`src/rtl/intpol2_ctrl_pkg.sv`:
```
// Shared types and defaults for the x4 I/Q interpolator frame sequencer.
// Optional watchdog is enabled by defining INTPOL2_CTRL_WDOG_EN.
package intpol2_ctrl_pkg;

  typedef enum logic [1:0] {
    IDLE  = 2'd0,
    PRIME = 2'd1,
    RUN   = 2'd2,
    FLUSH = 2'd3
  } ctrl_state_t;

  localparam int PHASES       = 4;
  localparam int DEF_LEN_W    = 16;
  localparam int DEF_PIPE_LAT = 2;
  localparam int DEF_WDOG_W   = 16;

  localparam logic [1:0] LAST_PHASE = 2'(PHASES - 1);

endpackage

```
`src/rtl/intpol2_d4_seq_ctrl_if.sv`:
```
// Control/status bundle between the frame sequencer, the I/Q FIFOs,
// the interpolator datapath and the MCU register block.
interface intpol2_d4_seq_ctrl_if #(
  parameter int LEN_W  = 16,
  parameter int WDOG_W = 16
);

  logic              start;
  logic              abort;
  logic [LEN_W-1:0]  conf_len;
  logic [WDOG_W-1:0] wdog_limit;
  logic              int_ack;
  logic              fifo_empty_i;
  logic              fifo_empty_q;
  logic              fifo_rd;
  logic              afull_i;
  logic              afull_q;
  logic              ip_load;
  logic              ip_en;
  logic [1:0]        ip_phase;
  logic              write_en_o;
  logic              busy;
  logic              done;
  logic              int_req;
  logic [LEN_W-1:0]  smp_cnt;
  logic [LEN_W-1:0]  underrun_cnt;
  logic              err_timeout;

  // Sequencer side
  modport master (
    input  start, abort, conf_len, wdog_limit, int_ack,
    input  fifo_empty_i, fifo_empty_q, afull_i, afull_q,
    output fifo_rd, ip_load, ip_en, ip_phase, write_en_o,
    output busy, done, int_req, smp_cnt, underrun_cnt, err_timeout
  );

  // Environment side (MCU, FIFOs, datapath)
  modport slave (
    output start, abort, conf_len, wdog_limit, int_ack,
    output fifo_empty_i, fifo_empty_q, afull_i, afull_q,
    input  fifo_rd, ip_load, ip_en, ip_phase, write_en_o,
    input  busy, done, int_req, smp_cnt, underrun_cnt, err_timeout
  );

endinterface

```
`src/rtl/intpol2_ctrl_vsr.sv`:
```
// Stallable valid shift register tracking samples in flight through the
// interpolator pipeline; provides the tail strobe and drain status.
module intpol2_ctrl_vsr #(
  parameter int DEPTH = 2
) (
  input  logic clk,
  input  logic rst,
  input  logic clr,
  input  logic stall,
  input  logic din,
  output logic tail,
  output logic empty,
  output logic drainNext
);

  logic [DEPTH-1:0] stagesReg;
  logic [DEPTH-1:0] stagesNext;
  logic [DEPTH-1:0] bodyBits;

  genvar gi;
  generate
    for (gi = 0; gi < DEPTH; gi++) begin : g_stage
      if (gi == 0) begin : g_head
        assign stagesNext[gi] = din;
      end else begin : g_body
        assign stagesNext[gi] = stagesReg[gi-1];
      end
      // Everything except the tail must be clear for the next shift to drain
      if (gi == DEPTH - 1) begin : g_tail
        assign bodyBits[gi] = 1'b0;
      end else begin : g_keep
        assign bodyBits[gi] = stagesReg[gi];
      end
    end
  endgenerate

  always_ff @(posedge clk) begin
    if (rst || clr) begin
      stagesReg <= '0;
    end else if (!stall) begin
      stagesReg <= stagesNext;
    end
  end

  assign tail      = stagesReg[DEPTH-1];
  assign empty     = ~|stagesReg;
  // Valid only while din is held low (draining phase)
  assign drainNext = ~stall & ~|bodyBits;

endmodule

```
`src/rtl/intpol2_d4_seq_ctrl.sv`:
```
// Frame sequencer for the x4 I/Q linear interpolator: pops input pairs, paces
// them at one per 4 output slots, aligns write strobes. Watchdog: INTPOL2_CTRL_WDOG_EN.
module intpol2_d4_seq_ctrl
  import intpol2_ctrl_pkg::*;
#(
  parameter int LEN_W    = DEF_LEN_W,
  parameter int PIPE_LAT = DEF_PIPE_LAT,
  parameter int WDOG_W   = DEF_WDOG_W
) (
  input  logic                    clk,
  input  logic                    rst,
  intpol2_d4_seq_ctrl_if.master   bus
);

  ctrl_state_t      stateReg;
  logic [1:0]       phaseReg;
  logic [LEN_W-1:0] lenReg;
  logic [LEN_W-1:0] smpCntReg;
  logic [LEN_W-1:0] undCntReg;
  logic             ipLoadReg;
  logic             doneReg;
  logic             intReqReg;
  logic             errTimeoutReg;

  logic stall;
  logic empty;
  logic inRun;
  logic ipEn;
  logic lastPhase;
  logic moreSmp;
  logic fifoRd;
  logic killNow;
  logic wdogHit;
  logic vsrTail;
  logic vsrEmpty;
  logic vsrDrainNext;
  logic flushEnd;

  assign stall     = bus.afull_i | bus.afull_q;
  assign empty     = bus.fifo_empty_i | bus.fifo_empty_q;
  assign killNow   = bus.abort | wdogHit;
  assign inRun     = (stateReg == RUN);
  assign ipEn      = (inRun || stateReg == FLUSH) && !stall && !killNow;
  assign lastPhase = ipEn && (phaseReg == LAST_PHASE);
  assign moreSmp   = (smpCntReg < lenReg);
  assign flushEnd  = vsrEmpty | vsrDrainNext;

  // Initial pop from PRIME, or prefetch of the next pair on the last phase
  assign fifoRd = !killNow && !empty &&
                  ((stateReg == PRIME) || (inRun && lastPhase && moreSmp));

  intpol2_ctrl_vsr #(
    .DEPTH (PIPE_LAT)
  ) u_vsr (
    .clk       (clk),
    .rst       (rst),
    .clr       (killNow),
    .stall     (stall),
    .din       (inRun & ipEn),
    .tail      (vsrTail),
    .empty     (vsrEmpty),
    .drainNext (vsrDrainNext)
  );

`ifdef INTPOL2_CTRL_WDOG_EN
  logic [WDOG_W-1:0] wdogCntReg;
  logic [WDOG_W:0]   wdogInc;
  logic              waiting;

  assign waiting = ((stateReg == PRIME) && empty) ||
                   ((stateReg == RUN || stateReg == FLUSH) && stall);
  assign wdogInc = {1'b0, wdogCntReg} + 1'b1;
  // A zero limit disables the watchdog rather than firing immediately
  assign wdogHit = waiting && (bus.wdog_limit != '0) &&
                   (wdogInc >= {1'b0, bus.wdog_limit});

  always_ff @(posedge clk) begin
    if (rst || !waiting || killNow) begin
      wdogCntReg <= '0;
    end else begin
      wdogCntReg <= wdogInc[WDOG_W-1:0];
    end
  end
`else
  logic [WDOG_W-1:0] unusedWdog;
  assign unusedWdog = bus.wdog_limit;
  assign wdogHit    = 1'b0;
`endif

  always_ff @(posedge clk) begin
    if (rst) begin
      stateReg      <= IDLE;
      phaseReg      <= '0;
      lenReg        <= '0;
      smpCntReg     <= '0;
      undCntReg     <= '0;
      ipLoadReg     <= 1'b0;
      doneReg       <= 1'b0;
      intReqReg     <= 1'b0;
      errTimeoutReg <= 1'b0;
    end else begin
      doneReg   <= 1'b0;
      ipLoadReg <= fifoRd;
      if (ipLoadReg) smpCntReg <= smpCntReg + 1'b1;
      if (ipEn)      phaseReg  <= phaseReg + 1'b1;
      if (bus.int_ack) intReqReg <= 1'b0;

      if (killNow) begin
        stateReg <= IDLE;
        if (wdogHit) begin
          errTimeoutReg <= 1'b1;
          intReqReg     <= 1'b1;
        end
      end else begin
        case (stateReg)
          IDLE: begin
            if (bus.start) begin
              intReqReg     <= 1'b0;
              errTimeoutReg <= 1'b0;
              smpCntReg     <= '0;
              undCntReg     <= '0;
              phaseReg      <= '0;
              lenReg        <= bus.conf_len;
              if (bus.conf_len == '0) begin
                doneReg   <= 1'b1;
                intReqReg <= 1'b1;
              end else begin
                stateReg <= PRIME;
              end
            end
          end
          PRIME: begin
            if (!empty) begin
              stateReg <= RUN;
              phaseReg <= '0;
            end
          end
          RUN: begin
            if (lastPhase) begin
              if (!moreSmp) begin
                stateReg <= FLUSH;
              end else if (empty) begin
                stateReg  <= PRIME;
                undCntReg <= undCntReg + 1'b1;
              end
            end
          end
          FLUSH: begin
            if (flushEnd) begin
              stateReg  <= IDLE;
              doneReg   <= 1'b1;
              intReqReg <= 1'b1;
            end
          end
          default: stateReg <= IDLE;
        endcase
      end
    end
  end

  assign bus.fifo_rd      = fifoRd;
  assign bus.ip_load      = ipLoadReg;
  assign bus.ip_en        = ipEn;
  assign bus.ip_phase     = phaseReg;
  assign bus.write_en_o   = vsrTail & ~stall;
  assign bus.busy         = (stateReg != IDLE);
  assign bus.done         = doneReg;
  assign bus.int_req      = intReqReg;
  assign bus.smp_cnt      = smpCntReg;
  assign bus.underrun_cnt = undCntReg;
  assign bus.err_timeout  = errTimeoutReg;

endmodule

```
`src/flat_wrapper.sv`:
```
// flat-port wrapper written by rule: the top's interface ports become plain ports
module intpol2_d4_seq_ctrl_flat import intpol2_ctrl_pkg::*;
#(
  parameter int LEN_W    = DEF_LEN_W,
  parameter int PIPE_LAT = DEF_PIPE_LAT,
  parameter int WDOG_W   = DEF_WDOG_W
)
  (clk, rst, bus_start, bus_abort, bus_conf_len, bus_wdog_limit, bus_int_ack, bus_fifo_empty_i, bus_fifo_empty_q, bus_afull_i, bus_afull_q, bus_fifo_rd, bus_ip_load, bus_ip_en, bus_ip_phase, bus_write_en_o, bus_busy, bus_done, bus_int_req, bus_smp_cnt, bus_underrun_cnt, bus_err_timeout);
  intpol2_d4_seq_ctrl_if #(.LEN_W(LEN_W), .WDOG_W(WDOG_W)) bus_i ();
  input  logic clk;
  input  logic rst;
  input wire logic [$bits(bus_i.start)-1:0] bus_start;
  input wire logic [$bits(bus_i.abort)-1:0] bus_abort;
  input wire logic [$bits(bus_i.conf_len)-1:0] bus_conf_len;
  input wire logic [$bits(bus_i.wdog_limit)-1:0] bus_wdog_limit;
  input wire logic [$bits(bus_i.int_ack)-1:0] bus_int_ack;
  input wire logic [$bits(bus_i.fifo_empty_i)-1:0] bus_fifo_empty_i;
  input wire logic [$bits(bus_i.fifo_empty_q)-1:0] bus_fifo_empty_q;
  input wire logic [$bits(bus_i.afull_i)-1:0] bus_afull_i;
  input wire logic [$bits(bus_i.afull_q)-1:0] bus_afull_q;
  output wire logic [$bits(bus_i.fifo_rd)-1:0] bus_fifo_rd;
  output wire logic [$bits(bus_i.ip_load)-1:0] bus_ip_load;
  output wire logic [$bits(bus_i.ip_en)-1:0] bus_ip_en;
  output wire logic [$bits(bus_i.ip_phase)-1:0] bus_ip_phase;
  output wire logic [$bits(bus_i.write_en_o)-1:0] bus_write_en_o;
  output wire logic [$bits(bus_i.busy)-1:0] bus_busy;
  output wire logic [$bits(bus_i.done)-1:0] bus_done;
  output wire logic [$bits(bus_i.int_req)-1:0] bus_int_req;
  output wire logic [$bits(bus_i.smp_cnt)-1:0] bus_smp_cnt;
  output wire logic [$bits(bus_i.underrun_cnt)-1:0] bus_underrun_cnt;
  output wire logic [$bits(bus_i.err_timeout)-1:0] bus_err_timeout;
  assign bus_i.start = bus_start;
  assign bus_i.abort = bus_abort;
  assign bus_i.conf_len = bus_conf_len;
  assign bus_i.wdog_limit = bus_wdog_limit;
  assign bus_i.int_ack = bus_int_ack;
  assign bus_i.fifo_empty_i = bus_fifo_empty_i;
  assign bus_i.fifo_empty_q = bus_fifo_empty_q;
  assign bus_i.afull_i = bus_afull_i;
  assign bus_i.afull_q = bus_afull_q;
  assign bus_fifo_rd = bus_i.fifo_rd;
  assign bus_ip_load = bus_i.ip_load;
  assign bus_ip_en = bus_i.ip_en;
  assign bus_ip_phase = bus_i.ip_phase;
  assign bus_write_en_o = bus_i.write_en_o;
  assign bus_busy = bus_i.busy;
  assign bus_done = bus_i.done;
  assign bus_int_req = bus_i.int_req;
  assign bus_smp_cnt = bus_i.smp_cnt;
  assign bus_underrun_cnt = bus_i.underrun_cnt;
  assign bus_err_timeout = bus_i.err_timeout;
  intpol2_d4_seq_ctrl #(.LEN_W(LEN_W), .PIPE_LAT(PIPE_LAT), .WDOG_W(WDOG_W)) u_core (.clk(clk), .rst(rst), .bus(bus_i));
endmodule
```
`config.mk`:
```
export PLATFORM = sky130hd
export DESIGN_NAME = intpol2_d4_seq_ctrl_flat
export DESIGN_NICKNAME = d
export VERILOG_FILES = /design/src/rtl/intpol2_ctrl_pkg.sv /design/src/rtl/intpol2_d4_seq_ctrl_if.sv /design/src/rtl/intpol2_ctrl_vsr.sv /design/src/rtl/intpol2_d4_seq_ctrl.sv /design/src/flat_wrapper.sv
export SDC_FILE = /design/constraint.sdc
export NUM_CORES = 1
export LEC_CHECK = 0
export ABC_CLOCK_PERIOD_IN_PS = 3100
export CAP_MARGIN = 30
export CORE_MARGIN = 2
export CORE_UTILIZATION = 49
export CTS_CLUSTER_DIAMETER = 100
export DETAILED_ROUTE_END_ITERATION = 8
export PLACE_DENSITY = 0.86
export SYNTH_ARGS = -nofsm -noshare
export SYNTH_HDL_FRONTEND = slang
export SYNTH_HIERARCHICAL = 1
export SYNTH_SLANG_ARGS = --single-unit
```
`constraint.sdc`:
```
create_clock -name clk -period 3.1 [get_ports clk]
set_input_delay 0.62 -clock clk [delete_from_list [all_inputs] [get_ports clk]]
set_output_delay 0.62 -clock clk [all_outputs]
set_load 0.02 [all_outputs]
```
# Yosys cells after proc, flatten, opt, wreduce, memory -nomap -nowiden
# Cells that the tools add are included.
[totals]
word_cells = 88
mem_count = 0
ramBits = 0
reg_bits = 57
input_bits = 41
romBits = 0
output_inout_bits = 42
latch_bits = 0
[classes]
n_shift = 0
mul = 0
n_reduce_logical = 24
mux = 31
n_lt_le_gt_ge = 1
div_mod_pow = 0
bitwise_logic = 8
eq_ne = 12
n_addsub = 3
[ops]
columns = ["op", "count"]
rows = [
  ["two-way mux 16 bit", 8],
  ["adder 16 x 1 -> 16 bit, second input constant", 2],
  ["one-hot mux 16 bit (2 select lines)", 1],
  ["two-way mux 2 bit", 11],
  ["logical NOT 16 bit", 1],
  ["less-than comparator 16 bit", 1],
  ["AND reduction 6 bit", 2],
  ["!= test 2 bit, second input constant", 5],
  ["one-hot mux 2 bit (4 select lines)", 1],
  ["logical AND 1 bit", 7],
  ["two-way mux 1 bit", 7],
  ["equality test 2 bit, second input constant", 3],
  ["logical NOT 1 bit", 5],
  ["!= test 2 x 1 -> 1 bit, second input constant", 2],
  ["one-hot mux 1 bit (2 select lines)", 2],
  ["one-hot mux 2 bit (2 select lines)", 1],
  ["nonzero test 2 bit", 2],
  ["OR reduction 2 bit", 2],
  ["AND 1 bit", 3],
  ["logical OR 1 bit", 3],
  ["!= test 3 x 2 -> 1 bit, second input constant", 1],
  ["bitwise OR 1 bit", 3],
  ["AND reduction 3 bit", 1],
  ["adder 2 x 1 -> 2 bit, second input constant", 1],
  ["other kinds (3)", 4],
]

# Depth between registers and ports, before layout
# Gate-level depths: netlist of the first run.
[depth]
ltp_word = 9
depth_mapped = 10
mapped_depth_nobuf = 8

# By module
# Netlist of the first run, hierarchy kept.
[by_module_without_submodules]
columns = ["mod", "area_per_inst_um2", "instances", "cells_each", "seq_area_each_um2"]
rows = [
  ["intpol2_d4_seq_ctrl", 3136.8, 1, 398, 1101.1],
  ["intpol2_ctrl_vsr", 77.6, 1, 8, 40.0],
]

# Worst setup path after synthesis of the first run
# Ideal clock, no wire load.
[synth_timing]
path_kind = "flip-flop to output port"
start = "register u_core.smpCntReg[1] (netlist: u_core/bus.smp_cnt[1])"
end = "output bus_fifo_rd"
path_slack_ns = 0.367
path_stages_with_launch = 7
t_arrival_ns = 2.113
path_buffers = 0
t_required_ns = 2.480
path_cell_list = "dfxtp_1 > ha_1 > a2111oi_0 > o31a_1 > o21a_1 > a31oi_1 > nor3_1"
[synth_via]
elab_chain_len = 4
[synth_lines]
columns = ["element", "line_no", "text"]
rows = [
  ["start: declaration", "intpol2_d4_seq_ctrl.sv:18", "logic [LEN_W-1:0] smpCntReg;"],
  ["start signal: assignment", "intpol2_d4_seq_ctrl.sv:104", "if (ipLoadReg) smpCntReg <= smpCntReg + 1'b1;"],
  ["less-than comparator 16 bit", "intpol2_d4_seq_ctrl.sv:45", "assign moreSmp = (smpCntReg < lenReg);"],
  ["logical AND 1 bit", "intpol2_d4_seq_ctrl.sv:50", "((stateReg == PRIME) || (inRun && lastPhase && moreSmp));"],
  ["logical OR 1 bit", "intpol2_d4_seq_ctrl.sv:50", ""],
  ["logical AND 1 bit", "intpol2_d4_seq_ctrl.sv:49", "assign fifoRd = !killNow && !empty &&"],
  ["end: declaration", "flat_wrapper.sv:21", "output wire logic [$bits(bus_i.fifo_rd)-1:0] bus_fifo_rd;"],
]
# Every way passes these cells.

# Worst setup path after layout of the first run
[layout_timing]
start = "register u_core.lenReg[13]"
end = "output bus_fifo_rd"
[layout_via]
elab_chain_len = 4
[layout_lines]
columns = ["element", "line_no", "text"]
rows = [
  ["start: declaration", "intpol2_d4_seq_ctrl.sv:17", "logic [LEN_W-1:0] lenReg;"],
  ["start signal: assignment", "intpol2_d4_seq_ctrl.sv:123", "lenReg <= bus.conf_len;"],
  ["less-than comparator 16 bit", "intpol2_d4_seq_ctrl.sv:45", ""],
  ["logical AND 1 bit", "intpol2_d4_seq_ctrl.sv:50", ""],
  ["logical OR 1 bit", "intpol2_d4_seq_ctrl.sv:50", ""],
  ["logical AND 1 bit", "intpol2_d4_seq_ctrl.sv:49", ""],
]
# Every way passes these cells.

==> summary.md, run 1 <==
| Metric | Value |
|---|---|
| Clk buf depth | 2 |
| Power Internal | 1240 uW |
| RSZ-0062 raised after global routing | no |
| Flop pwr share | 44.7% |
| Setup-failing EPs final | 0 |
| Status | finished clean |
| Post-synthesis mux area share | roughly 2.5% |
| Synthesized area | 3210 um2 |
| First-pass GRT wire length | 14000 um |
| Area growth from synthesis to layout | 32.7% |
| Synth unique cells | 55 |
| Main combinational cell family by area after synthesis | simple AND/OR/NAND/NOR gates |
| Dominant synthesized flop cell | dfxtp_1 |
| Io pins | 83 |
| Crit-path max cell delay | 0.33 ns |
| Final net count | around 550 |
| Top-count cell post-synth | nand2_1 |
| Antenna viol nets, final | 0 |
| Worst setup EP type | primary output |
| CP max-delay cell | dfxtp_1 |
| Syn_nets | around 470 |
| Core box area | 6350 um2 |
| Largest cells by area after synthesis | dfxtp_1 36%, ha_1 8.6%, nand2_1 7.8%, a21oi_1 4.5%, nor2_1 4.2% |
| GP Congestion | 0.841 |
| Vias post-DR | 3212 |
| Ratio of cells with drive above 1 in the final layout | 10.4% |
| Die Area | 7220 um2 |
| Clk Latency, worst-skew pair | between 0.3 and 0.4 ns |
| DPL Wire Length | 6070 um |
| Busiest metal layer after global routing | met2 |
| GR Util met2 | 40.2% |
| Synth top area share | 35.5% |
| CTS HTree Levels | 3 |
| Sequential area share after synthesis | 35.5% |
| CTS tree | yes |
| Initial Utilization | 50.6% |
| Synth area leader | dfxtp_1 |
| Filler cells | 495 |
| Switch share | 26.1% |
| Headroom to the max-slew limit | 50.1% |
| Synth async-reset ratio | 0% |
| FF/Latch Area | 1140 um2 |
| Mapped Cells | 406 |
| CP required | 2.48 ns |
| Adder and majority gate portion of the synthesized area | 8.56% |
| Largest net degree at the start of global routing | 28 |
| Placed Area | 4060 um2 |
| Die Ht | around 85 um |
| Vias per inst | around 5.6 |
| Comb power frac | 12.9% |
| Max Transition Viols Final | 0 |
| Yosys warning total | 6 |
| Final hold vios | 0 |
| Xor/xnor share of the synthesized area | 4.36% |
| Ant diodes | 0 |
| Worst-Margin Slew | 0.748 ns |
| Type of the worst setup path | reg -> out |
| CP Cell Sequence | inv_1 > ha_1 > a21oi_1 > o21ai_0 > nor3_1 > o21a_1 > a31oi_1 > nor3_2 > clkbuf_2 |
| Min Tclk post-route | 2.90 ns |
| GR Util met1 | 28.6% |
| Die Width | 85.0 um |
| DR iter-0 viols | around 190 |
| Routed Wire Length | 8330 um |
| Most frequent cells after synthesis | 67 x nand2_1, 57 x dfxtp_1, 36 x nor2_1, 29 x a21oi_1, 23 x inv_1 |
| Row count | 29 |
| Drt drc | 0 |
| Clock share of power | roughly 42% |
| Max cap viols | 0 |
| Peak supply drop | between 200 and 300 uV |
| DRT Pass-1 Iters | 6 |
| Vias in the first global route | 3129 |
| Crit share post-route | 93.5% |
| Clk root buf | clkbuf_8 |
| Total GRT Usage | 24.0% |
| Fmax | 345 MHz |
| GR Overflow Total | 0 |
| Compound-cell area share of the yosys netlist | between 15 and 20% |
| Crit path DAT | 2.28 ns |
| Initial antenna violation count | 0 |
| Final setup skew | 0.00765 ns |
| Hold WC Path Type | reg -> reg |
| Switching power total | about 440 uW |
| Cell area after layout | between 4000 and 5000 um2 |
| CP startpoint kind | register |
| IO Port Bufs | 65 |
| Synth Register Bits | 57 |
| Routed len/inst | ~15 um |
| Met3 usage | approximately 6.2% |
| Synthesized area per cell | 7.92 um2 |
| Pwr Density | 394 nW/um2 |
| Footprint of the multi-input gates | between 1500 and 2000 um2 |
| Simple-gate portion of the synthesized area | between 20 and 30% |
| CTS Sinks | 57 |
| Cts bufs inserted | 9 |
| Pleak | 0.00167 uW |
| Reg clk slew, reported paths | 0.07 ns |
| Critical Path Fanout Max | 2 |
| EDFF count, synth | 0 |
| Setup_tns | 0 ns |
[layer usage]
layer | wire [um] | up-vias | share of wire, %
met4 | 251 | 0 | 3.0
met5 | 0 | - | 0
met2 | 4030 | 101 | 48
met1 | 3610 | 1493 | 43
met3 | 441 | 26 | 5.3
li1 | - | 1592 | -
[logic make-up (layout without fill, tap and decap cells)]
kind of cell,Yosys count,count (layout)
AOI/OAI and AO/OA,76,76
xor gates and xnor gates,16,16
adders and majority gates,22,22
buffers and inverters,42,128
DFF,57,57
muxes,8,8
other,1,1
and+or+nand+nor,184,184
[state kept, by name, indices dropped and copies added, names as in the netlist]
register                 count
u_core/bus.smp_cnt          16
u_core/bus.underrun_cnt     16
u_core/lenReg               16
u_core/bus.ip_phase          2
u_core/stateReg              2
u_core/u_vsr/stagesReg       2
u_core/bus.done              1
u_core/bus.int_req           1
u_core/bus.ip_load           1
[path summary, 6_finish.rpt]
path	start	end	slack, ns	cells after the start
worst max-delay path	u_core/lenReg[13]	bus_fifo_rd	0.20	9
worst min-delay path	u_core/lenReg[2]	u_core/lenReg[2]	0.46	2
worst max register to register	u_core/lenReg[13]	u_core/bus.underrun_cnt[14]	0.65	8
worst min register to register	u_core/lenReg[2]	u_core/lenReg[2]	0.46	2
[stage by stage]
step           std cells  hold WS [ns]  util [%]  setup slack (ns)  total power (uW)
3_5_place_dp         554         0.447      64.0            -0.106               979
3_3_place_gp         554         0.443      64.0           -0.0723               972
4_1_cts              569         0.457      67.1          0.000975              1690
2_1_floorplan        406         0.436         -             0.367               888
6_report             569         0.456      67.2             0.200              1680
5_1_grt              569         0.478      67.2            0.0141              1750
[worst max-delay path: cells and delay by family (launching register included)]
family	cells	cell delay, ns
compound gates	4	0.64
fa+ha+maj	1	0.28
buf+inv	2	0.23
flops	1	0.33
simple gates	2	0.45
[layout make-up]
type	instances	area share [%]
multi-input cells	307	44.8
flip-flops and latches	57	26.8
repair buffers	90	19.6
clock buffers	12	3.64
well taps	77	2.26
inverters	23	2.02
clock inverters	3	0.938
[timing repair]
| action | CTS | global route |
|---|---|---|
| setup buffers | 0 | 0 |
| setup endpoints to repair | 1 | 2 |
| hold buffers | 0 | 0 |
| cloned | 0 | 0 |
| hold endpoints to repair | 0 | 0 |
| pin swaps | 0 | 1 |
| resized for setup | 3 | 6 |
[layout by cell type (no fill, tap or decap), types with 3 or more instances in the layout]
cell | netlist | final
nor2_1 | 36 | 36
clkbuf_8 | 0 | 11
or2_2 | 3 | 3
o211ai_1 | 6 | 6
buf_4 | 1 | 25
a21o_1 | 3 | 3
a31oi_1 | 3 | 3
nor4_1 | 10 | 10
nand2_1 | 67 | 67
o21a_1 | 3 | 3
and3_1 | 4 | 4
nand3_1 | 20 | 20
mux2i_1 | 8 | 8
ha_1 | 22 | 22
nand4_1 | 9 | 9
nor2b_1 | 4 | 4
xnor2_1 | 5 | 5
and2_1 | 5 | 5
or4_1 | 4 | 4
and4_1 | 5 | 5
a21oi_1 | 29 | 29
o21ai_0 | 12 | 12
nor3_1 | 7 | 6
inv_1 | 23 | 23
clkdlybuf4s50_1 | 0 | 63
xor2_1 | 11 | 11
dfxtp_1 | 57 | 56
[power by group through the flow]
stage | Clock [uW] | Sequential (uW) | Combinational (uW)
floorplan | 0 | 767 | 121
finish | 714 | 752 | 217
global route | 760 | 753 | 238
global placement | 0 | 767 | 205
detailed placement | 0 | 768 | 211
CTS | 722 | 752 | 214
No activity file was read; power rests on OpenSTA's default activity.
==> inputs of run 2 (changes only) <==
--- a/config.mk
+++ b/config.mk
@@ -5,7 +5,7 @@
 export SDC_FILE = /design/constraint.sdc
 export NUM_CORES = 1
 export LEC_CHECK = 0
-export ABC_CLOCK_PERIOD_IN_PS = 3100
+export ABC_CLOCK_PERIOD_IN_PS = 3150
 export CAP_MARGIN = 30
 export CORE_MARGIN = 2
 export CORE_UTILIZATION = 49
==> constraint.sdc (replaced) <==
create_clock -name clk -period 3.15 [get_ports clk]
set_input_delay 0.63 -clock clk [delete_from_list [all_inputs] [get_ports clk]]
set_output_delay 0.63 -clock clk [all_outputs]
set_load 0.02 [all_outputs]
==> summary.md, run 2 (synthesized netlist as in run 1, its figures left out) <==
| Metric | Value |
|---|---|
| Io pins | 83 (unchanged) |
| Area growth from synthesis to layout | 32.3% |
| Most frequent cells in the layout | 67 x nand2_1, 64 x clkdlybuf4s50_1, 56 x dfxtp_1 |
| IO Port Bufs | 65 (unchanged) |
| DRT Pass-1 Iters | 5 (-1) |
| Commonest non-fill, non-tap cell in the layout | nand2_1 |
| Busiest metal layer after global routing | met2 |
| CTS tree | yes |
| Reg clk slew, reported paths | 0.06 ns (about the same) |
| Ratio of cells with drive above 1 in the final layout | 9.86% (-0.51 points) |
| Pleak | 0.00163 uW (-2.2%) |
| Die Area | 7220 um2 (unchanged) |
| Post-Place Cells | 549 (-0.90%) |
| Initial Utilization | 50.6% (unchanged) |
| DR iter-0 viols | 167 (-11%) |
| CP startpoint kind | input pin |
| CTS HTree Levels | 3 (unchanged) |
| CP required | 2.52 ns (+0.04 ns) |
| Hold WC Path Type | reg -> reg |
| Die Ht | 85.0 um (unchanged) |
| Pwr Density | 395 nW/um2 (+0.25%) |
| Total Power | 1680 uW (-0.11%) |
| Status | finished clean |
| Routed Wire Length | 8330 um (about the same) |
| Setup-failing EPs final | 0 (unchanged) |
| Row count | 29 (unchanged) |
| Type of the worst setup path | in -> out |
| Crit path DAT | 2.43 ns (+0.15 ns) |
| Max Transition Viols Final | 0 (unchanged) |
| Clk buf depth | 2 (unchanged) |
| Core box area | 6350 um2 (unchanged) |
| Total GRT Usage | 23.5% (-0.51 points) |
| GR Util met1 | 27.9% (-0.66 points) |
| GR Overflow Total | 0 (unchanged) |
| Vias per inst | 5.75 (+1.9%) |
| CTS Sinks | 57 (unchanged) |
| Routed len/inst | 14.8 um (+0.86%) |
| Final setup skew | 0.00608 ns (-0.00156 ns) |
| Largest net degree at the start of global routing | 28 (unchanged) |
| Met3 usage | 3.50% (-2.7 points) |
| Peak supply drop | 235 uV (-10%) |
| RSZ-0062 raised after global routing | no |
| Headroom to the max-slew limit | 49.9% (-0.27 points) |
| First-pass GRT wire length | 13800 um (-1.8%) |
| Min Tclk post-route | 3.06 ns |
| Filler cells | 505 (+2.0%) |
| Worst-Margin Slew | 0.744 ns (-0.00387 ns) |
| Initial antenna violation count | 0 (unchanged) |
| Hold path depth | 2 (unchanged) |
| Setup_tns | 0 ns (unchanged) |
| Cts hold-fix bufs | 0 (unchanged) |
| GR Util met2 | 42.2% (+2.0 points) |
| Layout Cells excl Fill | 564 (-0.88%) |
| Cts bufs inserted | 9 (unchanged) |
| Vias in the first global route | 3119 (-0.32%) |
| Fmax | 327 MHz |
| Worst setup EP type | primary output |
| Reg2reg path depth | 10 (+2) |
| Vias post-DR | 3245 (+1.0%) |
| DPL Wire Length | 5970 um (-1.7%) |
| Antenna viol nets, final | 0 (unchanged) |
| Clk Latency, worst-skew pair | 0.33 ns (about the same) |
| Final hold vios | 0 (unchanged) |
| Clk root buf | clkbuf_8 |
| Final net count | 546 (-0.91%) |
| Crit share post-route | between 90% and 100% |
| Max cap viols | 0 (unchanged) |
| Final core occ | 67.0% (-0.24 points) |
| Die Width | 85.0 um (unchanged) |
| Ant diodes | 0 (unchanged) |
| Drt drc | 0 (unchanged) |
| GP Congestion | 0.846 (+0.62%) |
| Critical Path Fanout Max | 3 (+1) |
## run 2: report_power, final
group          switching (uW)  total, uW  internal, uW
registers                7.15        740           733
clock network             281        727           446
logic                     125        214          89.1
total                     413       1680          1270
## run 2: layer usage
layer / part of all wire [%] / routed length [um]
met3: 4.4 / 364
met1: 43 / 3600
met2: 51 / 4260
met4: 1.2 / 102
met5: 0 / 0
## run 2: stage by stage
step / cell area [um2] / setup WS (ns) / hold WS (ns)
6_report: 4250 / 0.0915 / 0.456
5_1_grt: 4250 / 0.0459 / 0.484
4_1_cts: 4240 / 0.00405 / 0.458
3_5_place_dp: 4020 / -0.126 / 0.449
3_3_place_gp: 4020 / -0.0392 / 0.444
2_1_floorplan: 3210 / 0.407 / 0.436
## run 2: worst paths after layout
check | start | endpoint | slack [ns]
setup / recovery | bus_afull_q | bus_ip_en | 0.09
hold / removal | u_core/lenReg[4] | u_core/lenReg[4] | 0.46
setup reg to reg | u_core/lenReg[7] | u_core/bus.underrun_cnt[7] | 0.52
hold reg to reg | u_core/lenReg[4] | u_core/lenReg[4] | 0.46
## run 2: area by class of cell
type	count	area [um2]	area share (%)
Clock inverter	2	35.0	0.824
Clock buffer	13	179	4.21
Timing Repair Buffer	85	796	18.7
Multi-Input combinational cell	307	1920	45.1
Tap cell	77	96.3	2.27
Inverter	23	86.3	2.03
Sequential cell	57	1140	26.9
## run 2: what timing repair did
action / in CTS / in global routing
gates resized for setup: 4 / 7
pin swaps: 0 / 1
setup endpoints to repair: 1 / 1
buffers inserted: 0 / 0
## run 2: worst max-delay path, stage by stage
cell,delay (ns)
clkdlybuf4s50_1,0.43
or2_2,0.31
nor2_1,0.12
buf_4,0.12
o21a_1,0.19
clkdlybuf4s50_1,0.63
